==> src/rtl/board_sequencer_if.sv <==
// board_sequencer_if: move/placement handshakes, board RAM port,
// redraw handshake, busy/err status.
//   master: used by board_sequencer (drives acks, RAM port, draw_req)
//   slave : environment side (requesters, RAM, drawing block)
interface board_sequencer_if #(
  parameter int CELL_W = 6,
  parameter int GRID   = 8
);
  localparam int XW = $clog2(GRID);

  logic              mv_req;
  logic [XW-1:0]     mv_src_x;
  logic [XW-1:0]     mv_src_y;
  logic [XW-1:0]     mv_dst_x;
  logic [XW-1:0]     mv_dst_y;
  logic [1:0]        mv_cmd;
  logic              mv_ack;
  logic              set_req;
  logic [XW-1:0]     set_x;
  logic [XW-1:0]     set_y;
  logic [CELL_W-1:0] set_piece;
  logic              set_ack;
  logic [2*XW-1:0]   ram_addr;
  logic              ram_we;
  logic [CELL_W-1:0] ram_wdata;
  logic [CELL_W-1:0] ram_rdata;
  logic              draw_req;
  logic [XW-1:0]     draw_x;
  logic [XW-1:0]     draw_y;
  logic              draw_done;
  logic              busy;
  logic              err;

  modport master (
    input  mv_req, mv_src_x, mv_src_y,
    input  mv_dst_x, mv_dst_y, mv_cmd,
    output mv_ack,
    input  set_req, set_x, set_y, set_piece,
    output set_ack,
    output ram_addr, ram_we, ram_wdata,
    input  ram_rdata,
    output draw_req, draw_x, draw_y,
    input  draw_done,
    output busy, err
  );

  modport slave (
    output mv_req, mv_src_x, mv_src_y,
    output mv_dst_x, mv_dst_y, mv_cmd,
    input  mv_ack,
    output set_req, set_x, set_y, set_piece,
    input  set_ack,
    input  ram_addr, ram_we, ram_wdata,
    output ram_rdata,
    input  draw_req, draw_x, draw_y,
    output draw_done,
    input  busy, err
  );
endinterface

==> src/rtl/board_sequencer.sv <==
// board_sequencer: serialises board RAM writes for moves and
// placements, then hands changed cells to the drawing block.
//   clk    : system clock
//   resetn : synchronous active-low reset
//   bus    : board_sequencer_if.master (requests, RAM, draw)
module board_sequencer #(
  parameter int CELL_W = 6,
  parameter int GRID   = 8
) (
  input logic               clk,
  input logic               resetn,
  board_sequencer_if.master bus
);
  localparam int XW = $clog2(GRID);
  localparam int AW = 2 * XW;

  localparam logic [3:0] S_IDLE     = 4'd0;
  localparam logic [3:0] S_RD_SRC   = 4'd1;
  localparam logic [3:0] S_RD_WAIT  = 4'd2;
  localparam logic [3:0] S_WR_DST   = 4'd3;
  localparam logic [3:0] S_WR_SRC   = 4'd4;
  localparam logic [3:0] S_SET_WR   = 4'd5;
  localparam logic [3:0] S_DRAW_DST = 4'd6;
  localparam logic [3:0] S_DRAW_SRC = 4'd7;
  localparam logic [3:0] S_DONE     = 4'd8;

  localparam logic [1:0] C_CAP   = 2'b00;
  localparam logic [1:0] C_DIE   = 2'b01;
  localparam logic [1:0] C_TRADE = 2'b10;
  localparam logic [1:0] C_RSV   = 2'b11;

  logic [3:0]        state;
  logic              is_mv;
  logic              rej;
  logic [1:0]        cmd;
  logic [AW-1:0]     src;
  logic [AW-1:0]     dst;
  logic [CELL_W-1:0] piece;

  logic [AW-1:0] req_src;
  logic [AW-1:0] req_dst;

  assign req_src = {bus.mv_src_y, bus.mv_src_x};
  assign req_dst = {bus.mv_dst_y, bus.mv_dst_x};

  // src doubles as the placement cell so DRAW_SRC
  // serves both moves and placements.
  always_ff @(posedge clk) begin
    if (!resetn) begin
      state <= S_IDLE;
      is_mv <= 1'b0;
      rej   <= 1'b0;
      cmd   <= '0;
      src   <= '0;
      dst   <= '0;
      piece <= '0;
    end else begin
      unique case (state)
        S_IDLE: begin
          if (bus.mv_req) begin
            is_mv <= 1'b1;
            cmd   <= bus.mv_cmd;
            src   <= req_src;
            dst   <= req_dst;
            rej   <= 1'b0;
            if (bus.mv_cmd == C_RSV ||
                req_src == req_dst) begin
              rej   <= 1'b1;
              state <= S_DONE;
            end else begin
              unique case (bus.mv_cmd)
                C_CAP:   state <= S_RD_SRC;
                C_DIE:   state <= S_WR_SRC;
                C_TRADE: state <= S_WR_DST;
                default: state <= S_DONE;
              endcase
            end
          end else if (bus.set_req) begin
            is_mv <= 1'b0;
            rej   <= 1'b0;
            src   <= {bus.set_y, bus.set_x};
            piece <= bus.set_piece;
            state <= S_SET_WR;
          end
        end
        S_RD_SRC:  state <= S_RD_WAIT;
        S_RD_WAIT: begin
          piece <= bus.ram_rdata;
          state <= S_WR_DST;
        end
        S_WR_DST:  state <= S_WR_SRC;
        S_WR_SRC: begin
          if (cmd == C_DIE) state <= S_DRAW_SRC;
          else              state <= S_DRAW_DST;
        end
        S_SET_WR:  state <= S_DRAW_SRC;
        S_DRAW_DST: begin
          if (bus.draw_done) state <= S_DRAW_SRC;
        end
        S_DRAW_SRC: begin
          if (bus.draw_done) state <= S_DONE;
        end
        S_DONE:    state <= S_IDLE;
        default:   state <= S_IDLE;
      endcase
    end
  end

  always_comb begin
    bus.mv_ack    = 1'b0;
    bus.set_ack   = 1'b0;
    bus.err       = 1'b0;
    bus.ram_addr  = '0;
    bus.ram_we    = 1'b0;
    bus.ram_wdata = '0;
    bus.draw_req  = 1'b0;
    bus.draw_x    = '0;
    bus.draw_y    = '0;
    bus.busy      = (state != S_IDLE);
    unique case (state)
      S_RD_SRC: bus.ram_addr = src;
      S_WR_DST: begin
        bus.ram_we   = 1'b1;
        bus.ram_addr = dst;
        // trade blanks both cells
        if (cmd == C_CAP) bus.ram_wdata = piece;
      end
      S_WR_SRC: begin
        bus.ram_we   = 1'b1;
        bus.ram_addr = src;
      end
      S_SET_WR: begin
        bus.ram_we    = 1'b1;
        bus.ram_addr  = src;
        bus.ram_wdata = piece;
      end
      S_DRAW_DST: begin
        bus.draw_req = 1'b1;
        bus.draw_x   = dst[XW-1:0];
        bus.draw_y   = dst[AW-1:XW];
      end
      S_DRAW_SRC: begin
        bus.draw_req = 1'b1;
        bus.draw_x   = src[XW-1:0];
        bus.draw_y   = src[AW-1:XW];
      end
      S_DONE: begin
        bus.mv_ack  = is_mv;
        bus.set_ack = ~is_mv;
        bus.err     = rej;
      end
      default: ;
    endcase
  end
endmodule

==> src/flat_wrapper.sv <==
// flat-port wrapper written by rule: the top's interface ports become plain ports
module board_sequencer_flat 
#(
  parameter int CELL_W = 6,
  parameter int GRID   = 8
)
  (clk, resetn, bus_mv_req, bus_mv_src_x, bus_mv_src_y, bus_mv_dst_x, bus_mv_dst_y, bus_mv_cmd, bus_mv_ack, bus_set_req, bus_set_x, bus_set_y, bus_set_piece, bus_set_ack, bus_ram_addr, bus_ram_we, bus_ram_wdata, bus_ram_rdata, bus_draw_req, bus_draw_x, bus_draw_y, bus_draw_done, bus_busy, bus_err);
  board_sequencer_if #(.CELL_W(CELL_W), .GRID(GRID)) bus_i ();
  input logic clk;
  input logic resetn;
  input wire logic [$bits(bus_i.mv_req)-1:0] bus_mv_req;
  input wire logic [$bits(bus_i.mv_src_x)-1:0] bus_mv_src_x;
  input wire logic [$bits(bus_i.mv_src_y)-1:0] bus_mv_src_y;
  input wire logic [$bits(bus_i.mv_dst_x)-1:0] bus_mv_dst_x;
  input wire logic [$bits(bus_i.mv_dst_y)-1:0] bus_mv_dst_y;
  input wire logic [$bits(bus_i.mv_cmd)-1:0] bus_mv_cmd;
  output wire logic [$bits(bus_i.mv_ack)-1:0] bus_mv_ack;
  input wire logic [$bits(bus_i.set_req)-1:0] bus_set_req;
  input wire logic [$bits(bus_i.set_x)-1:0] bus_set_x;
  input wire logic [$bits(bus_i.set_y)-1:0] bus_set_y;
  input wire logic [$bits(bus_i.set_piece)-1:0] bus_set_piece;
  output wire logic [$bits(bus_i.set_ack)-1:0] bus_set_ack;
  output wire logic [$bits(bus_i.ram_addr)-1:0] bus_ram_addr;
  output wire logic [$bits(bus_i.ram_we)-1:0] bus_ram_we;
  output wire logic [$bits(bus_i.ram_wdata)-1:0] bus_ram_wdata;
  input wire logic [$bits(bus_i.ram_rdata)-1:0] bus_ram_rdata;
  output wire logic [$bits(bus_i.draw_req)-1:0] bus_draw_req;
  output wire logic [$bits(bus_i.draw_x)-1:0] bus_draw_x;
  output wire logic [$bits(bus_i.draw_y)-1:0] bus_draw_y;
  input wire logic [$bits(bus_i.draw_done)-1:0] bus_draw_done;
  output wire logic [$bits(bus_i.busy)-1:0] bus_busy;
  output wire logic [$bits(bus_i.err)-1:0] bus_err;
  assign bus_i.mv_req = bus_mv_req;
  assign bus_i.mv_src_x = bus_mv_src_x;
  assign bus_i.mv_src_y = bus_mv_src_y;
  assign bus_i.mv_dst_x = bus_mv_dst_x;
  assign bus_i.mv_dst_y = bus_mv_dst_y;
  assign bus_i.mv_cmd = bus_mv_cmd;
  assign bus_mv_ack = bus_i.mv_ack;
  assign bus_i.set_req = bus_set_req;
  assign bus_i.set_x = bus_set_x;
  assign bus_i.set_y = bus_set_y;
  assign bus_i.set_piece = bus_set_piece;
  assign bus_set_ack = bus_i.set_ack;
  assign bus_ram_addr = bus_i.ram_addr;
  assign bus_ram_we = bus_i.ram_we;
  assign bus_ram_wdata = bus_i.ram_wdata;
  assign bus_i.ram_rdata = bus_ram_rdata;
  assign bus_draw_req = bus_i.draw_req;
  assign bus_draw_x = bus_i.draw_x;
  assign bus_draw_y = bus_i.draw_y;
  assign bus_i.draw_done = bus_draw_done;
  assign bus_busy = bus_i.busy;
  assign bus_err = bus_i.err;
  board_sequencer #(.CELL_W(CELL_W), .GRID(GRID)) u_core (.clk(clk), .resetn(resetn), .bus(bus_i));
endmodule
==> config.mk <==
export PLATFORM = sky130hd
export DESIGN_NAME = board_sequencer_flat
export DESIGN_NICKNAME = d
export VERILOG_FILES = /design/src/rtl/board_sequencer_if.sv /design/src/rtl/board_sequencer.sv /design/src/flat_wrapper.sv
export SDC_FILE = /design/constraint.sdc
export NUM_CORES = 1
export LEC_CHECK = 0
export ABC_AREA = 1
export CAP_MARGIN = 30
export CORE_AREA = 2 2 63 65
export CTS_CLUSTER_SIZE = 16
export DETAILED_ROUTE_END_ITERATION = 12
export DIE_AREA = 0 0 65 67
export PLACE_DENSITY = 0.85
export SYNTH_ARGS = -nofsm -noshare
export SYNTH_HDL_FRONTEND = slang
export SYNTH_SLANG_ARGS = --single-unit
export TNS_END_PERCENT = 30
==> constraint.sdc <==
create_clock -name clk -period 1.58 [get_ports clk]
set_clock_uncertainty 0.15 [all_clocks]
set_input_delay 0.158 -clock clk [delete_from_list [all_inputs] [get_ports clk]]
set_output_delay 0.158 -clock clk [all_outputs]
set_load 0.1 [all_outputs]
==> flow_metrics.tcl, run 1 <==
set metrics [dict create \
    outcome "finished, violations left" \
    violations "setup timing" \
    place_congestion 0.9104 \
    dr.pass1.iters 5 \
    seq_area_frac_synth_pct 33.15 \
    synth.avg_cell_area_um2 6.281 \
    nets 372 \
    r2r_start "u_core.state[2]" \
    hold_viol_final 0 \
    cp.required_ns 1.27 \
    fill_cells 175 \
    synth_top_family_by_area "simple AND/OR/NAND/NOR gates" \
    synth-xor-area-share_pct 0 \
    worstPathArrival_ns 1.59 \
    pin_count 61 \
    wl_mm 6.462 \
    core-area_mm2 0.003606 \
    fin_crit_sh_pct 119.9 \
    worstReg2RegEnd "u_core.state[3]" \
    reg2reg_slack_ns -0.06 \
    slew_headroom_pct 78.43 \
    cp_max_fo 6 \
    n_antenna_cell 0 \
    area_growth_pct 97.29 \
    ys_types 27 \
    drt-initial-drc-count 156 \
    dp_worst_setup_slack_ns -0.1008 \
    synth_fp_nets 287 \
    p_per_area_mw_per_mm2 1759 \
    slew_viol_final 0 \
    leakagePower_nw 1.260 \
    fin_ws_ns -0.3141 \
    synth_warnings 0 \
    ys_seq_elements 26 \
    layout_commonest_cell "nand2_1" \
    first_global_vias 2096 \
    root_buffer "clkbuf_8" \
    synth.area.mux_share_pct 0 \
    min_delay_path_depth 2 \
    worst_setup_path_end_kind "primary output" \
    power.total_mw 5.451 \
    chipHeight_um 67 \
    holdBufCountCts 0 \
    worst_pin_slew_ns 0.3224 \
    ff2ff_path_depth 10 \
    synth_compound_area_share_pct 24.62 \
    antenna_found_initial 0 \
    route.vias.total 2070 \
    synthSimpleGateAreaFrac_pct 28.53 \
    layout_min_cycle_time_ns 1.894 \
    dpl.hpwl_mm 4.636 \
    die_area_mm2 0.004355 \
    holdCritPathClass "flop to flop" \
    cts_sinks 26 \
    die_w_um 65 \
    critPathKind "flop to primary output" \
    startpoint_type "flop" \
    fmax_mhz 527.9 \
    cts_max_level 1 \
    synth_cells 250 \
    grt_setup_unrepaired "true" \
    antenna_left 0 \
    grt-ovfl-total 0 \
    rows 22 \
    hold_path.startpoint "u_core.piece[1]" \
    tritoncts "done" \
    path_clk_slew_ns 0.09 \
    clock_latency_ns 0.28 \
    cts_made_buffers 3 \
    grt_pass1_wl_mm 9.563 \
    maxCapViolations 0 \
    cts_buffer_depth 2 \
    track_usage_pct 28.93 \
    initial_core_util_pct 43.55 \
    via_per_inst 5.433 \
    wl_per_cell_um 16.96 \
    ir_drop_v 0.0007459 \
    final-setup-viol-count 34 \
    grt_max_degree 15 \
    layout_common_cells "60 x nand2_1, 40 x inv_1, 36 x clkdlybuf4s50_1" \
    syn_area_mm2 0.001570 \
    holdPathEnd "u_core.piece[1]" \
    drive_above_1_share_pct 34.53 \
    drc 0 \
    synth_fa_ha_area_share_pct 0 \
    port_buffers 60 \
]
-- logic make-up (layout without fill, tap and decap cells) --
group | after synthesis | in the layout
buffers and inverters | 55 | 138
DFF | 26 | 26
AOI/OAI and AO/OA | 70 | 70
and+or+nand+nor | 99 | 99
-- worst max-delay path, stage by stage (launching register included) --
cell	delay, ns
dfxtp_4	0.39
inv_4	0.05
nor2_4	0.13
buf_4	0.16
nand2_4	0.13
o22ai_4	0.24
buf_12	0.21
-- Yosys cell counts --
cell / number / share of area [%]
nand2_1: 63 / 15
inv_1: 41 / 9.8
a21oi_1: 26 / 8.3
dfxtp_1: 26 / 33
o21ai_0: 17 / 5.4
nor2_1: 15 / 3.6
o22ai_1: 12 / 4.8
o21ai_1: 9 / 2.9
inv_2: 8 / 1.9
nand3_1: 6 / 1.9
nor2_2: 5 / 2.0
o21ai_2: 3 / 1.7
buf_4: 2 / 0.96
clkbuf_1: 2 / 0.48
nor2_4: 2 / 1.4
nor3_1: 2 / 0.64
a21oi_2: 1 / 0.56
buf_1: 1 / 0.24
buf_2: 1 / 0.32
nand2_2: 1 / 0.40
nand2_4: 1 / 0.72
nand3_2: 1 / 0.64
nand4_1: 1 / 0.40
nor2_8: 1 / 1.3
nor3b_1: 1 / 0.48
o31ai_1: 1 / 0.48
o32ai_1: 1 / 0.56
-- how the worst max path moves through the flow --
stage | start | endpoint | slack, ns | depth (start not counted)
floorplan | u_core.state[3] | bus_ram_wdata[0] | -0.37 | 5
CTS | u_core.state[3] | bus_ram_wdata[4] | -0.29 | 6
global route | u_core.state[2] | bus_draw_x[2] | -0.36 | 6
detailed placement | bus_mv_dst_y[1] | u_core.state[2] | -0.10 | 10
finish | u_core.state[2] | bus_draw_x[2] | -0.31 | 6
global placement | u_core.state[2] | bus_ram_addr[0] | -0.05 | 6
-- stage by stage --
stage / instances / util (%) / cell area (µm²) / setup TNS [ns] / hold slack (ns)
after floorplan: 250 / - / 1861 / -6.182 / 0.1559
after global placement: 375 / 81.54 / 2940 / -0.3098 / 0.3285
after detailed placement: 375 / 81.54 / 2940 / -1.116 / 0.3511
after CTS: 380 / 84.07 / 3032 / -5.608 / 0.3656
after global routing: 381 / 85.91 / 3098 / -8.533 / 0.3920
final: 381 / 85.91 / 3098 / -6.215 / 0.3624
-- routing by layer --
layer	vias up	track usage [%]	wire (µm)
met4	0	15.96	295
met3	34	3.885	339
met1	954	30.19	2345
li1	969	-	-
met5	-	0	0
met2	113	55.41	3482
-- area by class of cell --
type	instances	area [µm²]	share of cell area, %
Sequential cell	26	530.5	17.12
Multi-Input combinational cell	169	1185	38.25
Timing Repair Buffer	86	1090	35.18
Tap cell	48	60.06	1.939
Clock buffer	3	41.29	1.333
Inverter	49	191.4	6.179
-- what timing repair did --
action	4_1_cts	5_1_grt
gates resized for setup	8	13
setup endpoints to repair	35	43
setup buffers	2	2
pin swaps	5	1
-- registers in the layout, indices dropped and copies added, names as in the netlist --
| signal | flops |
|---|---|
| u_core.piece | 6 |
| u_core.is_mv | 1 |
| u_core.src | 6 |
| u_core.dst | 6 |
| u_core.state | 4 |
| u_core.cmd | 2 |
| u_core.rej | 1 |
-- report_power, final --
group	leakage, nW	switching [mW]	total, mW	internal (mW)
combinational	1.02	2.52	3.94	1.42
sequential	0.217	0.183	1.13	0.944
clock	0.0216	0.212	0.383	0.172
Power figures use the tool's default switching activity.
==> run 2: changes to the inputs <==
Settings changed: CAP_MARGIN 30 to 20, TNS_END_PERCENT 30 to default.
==> flow_metrics.tcl, run 2 (synthesis results as in run 1) <==
set metrics [dict create \
    outcome "finished, violations left" \
    violations "setup timing" \
    die_area_mm2 0.004355 \
    hold_ws_ns 0.3660 \
    wl_per_cell_um 22.51 \
    worst_pin_slew_ns 0.5533 \
    wl_mm 8.957 \
    clock_latency_ns 0.28 \
    pin_count 61 \
    fmax_mhz 499.2 \
    holdCritPathClass "flop to flop" \
    path_clk_slew_ns 0.09 \
    rows 22 \
    placed_cell_area_mm2 0.002950 \
    root_buffer "clkbuf_8" \
    place_congestion 0.9853 \
    setup-tns-final_ns -10.98 \
    ir_drop_v 0.001157 \
    route.vias.total 2398 \
    dpl.cell_count 375 \
    fin_ws_ns -0.4231 \
    layout_common_cells "58 x nand2_1, 39 x inv_1, 36 x clkdlybuf4s50_1" \
    initial_core_util_pct 43.55 \
    drc 0 \
    layout.cells.non_filler 398 \
    drive_above_1_share_pct 38.29 \
    fin_area_mm2 0.003288 \
    layout_min_cycle_time_ns 2.003 \
    tritoncts "done" \
    via_per_inst 6.025 \
    fin_crit_sh_pct 126.8 \
    endpoint "bus_ram_addr[3]" \
    n_antenna_cell 0 \
    maxCapViolations 0 \
    layout_commonest_cell "nand2_1" \
    cts_made_buffers 3 \
    cts_sinks 26 \
    antenna_left 0 \
    area_growth_pct 109.4 \
    p_per_area_mw_per_mm2 1886 \
    final-setup-viol-count 50 \
    dr.pass1.iters 7 \
    dpl.hpwl_mm 4.379 \
    nets 388 \
    worstPathArrival_ns 1.70 \
    startpoint "u_core.state[0]" \
    cts_buffer_depth 2 \
    critPathKind "flop to primary output" \
    track_usage_pct 34.06 \
    chipHeight_um 67 \
    cp_max_fo 5 \
    grt_setup_unrepaired "true" \
    dp_worst_setup_slack_ns -0.1158 \
    hold_viol_final 0 \
    antenna_found_initial 0 \
    startpoint_type "flop" \
    die_w_um 65 \
    r2r_start "u_core.state[2]" \
    grt_pass1_wl_mm 10.96 \
    grt-ovfl-total 0 \
    leakagePower_nw 1.356 \
    cts_max_level 1 \
    core-area_mm2 0.003606 \
    ff2ff_path_depth 9 \
    top_regs "u_core.dst x6, u_core.piece x6, u_core.src x6" \
    slew_headroom_pct 62.72 \
    grt_max_degree 15 \
    cp.required_ns 1.27 \
    port_buffers 60 \
    slew_viol_final 0 \
    first_global_vias 2193 \
    drt-initial-drc-count 254 \
    worst_setup_path_end_kind "primary output" \
    worstReg2RegEnd "u_core.cmd[1]" \
    reg2reg_slack_ns -0.23 \
]
## run 2: cell types whose count changed in the layout (fill, tap and decap cells not counted), moves of 2 or more
cell | before | now
buf_4 | 21 | 33
buf_12 | 28 | 26
dfxtp_4 | 2 | 4
dfxtp_2 | 2 | 0
nor2_2 | 5 | 1
nand2_1 | 60 | 58
nor2_4 | 12 | 17
o21ai_2 | 5 | 3
o21ai_1 | 9 | 11
nand2_4 | 1 | 3
buf_6 | 1 | 6
## run 2: where the power goes
group / switching (mW) / total [mW] / leakage [nW] / internal [mW]
Clock: 0.221 / 0.444 / 0.0288 / 0.223
Sequential: 0.237 / 1.19 / 0.217 / 0.949
Combinational: 2.89 / 4.57 / 1.11 / 1.68
Total: 3.35 / 6.20 / 1.36 / 2.86
## run 2: worst min-delay path by stage
stage	start	to	slack (ns)	cells after the start
2_1_floorplan	bus_mv_dst_x[1]	u_core.dst[1]	0.16	2
3_3_place_gp	u_core.cmd[1]	u_core.cmd[1]	0.34	2
3_5_place_dp	u_core.piece[2]	u_core.piece[2]	0.35	2
4_1_cts	u_core.piece[3]	u_core.piece[3]	0.37	2
5_1_grt	u_core.piece[1]	u_core.piece[1]	0.38	2
6_report	u_core.piece[1]	u_core.piece[1]	0.37	2
## run 2: cell type report
cell class	instances	area, µm²
Clock buffer	4	55.05
Inverter	49	203.9
Multi-Input combinational cell	170	1237
Sequential cell	26	535.5
Tap cell	48	60.06
Timing Repair Buffer	101	1196
Fill cell	142	317.8
## run 2: critical path, cell delays in order, from the launching register on
cell	delay [ns]
dfxtp_4	0.41
inv_1	0.15
nor3_4	0.25
a21oi_4	0.07
buf_6	0.16
o22ai_4	0.17
buf_12	0.20
## run 2: metal layers
layer / up-vias / track usage, % / share of wire, %
met1: 1064 / 37.10 / 34
met2: 226 / 59.79 / 47
met5: - / 0 / 0
li1: 1010 / - / -
met4: 0 / 24.20 / 9.4
met3: 98 / 5.743 / 9.3
## run 2: per-stage QoR
stage                     util, %  power, mW
after floorplan                 -      3.526
final                       91.19      6.200
after detailed placement    81.82      4.679
after global placement      81.82      4.571
after CTS                   87.30      5.502
after global routing        91.19      6.368
## run 2: what timing repair did
| action | CTS | global route |
|---|---|---|
| endpoints found under the setup margin | 35 | 45 |
| pin swaps | 10 | 18 |
| hold buffers | 0 | 0 |
| setup buffers | 7 | 12 |
| gates cloned | 1 | 0 |
| resized for setup | 15 | 22 |
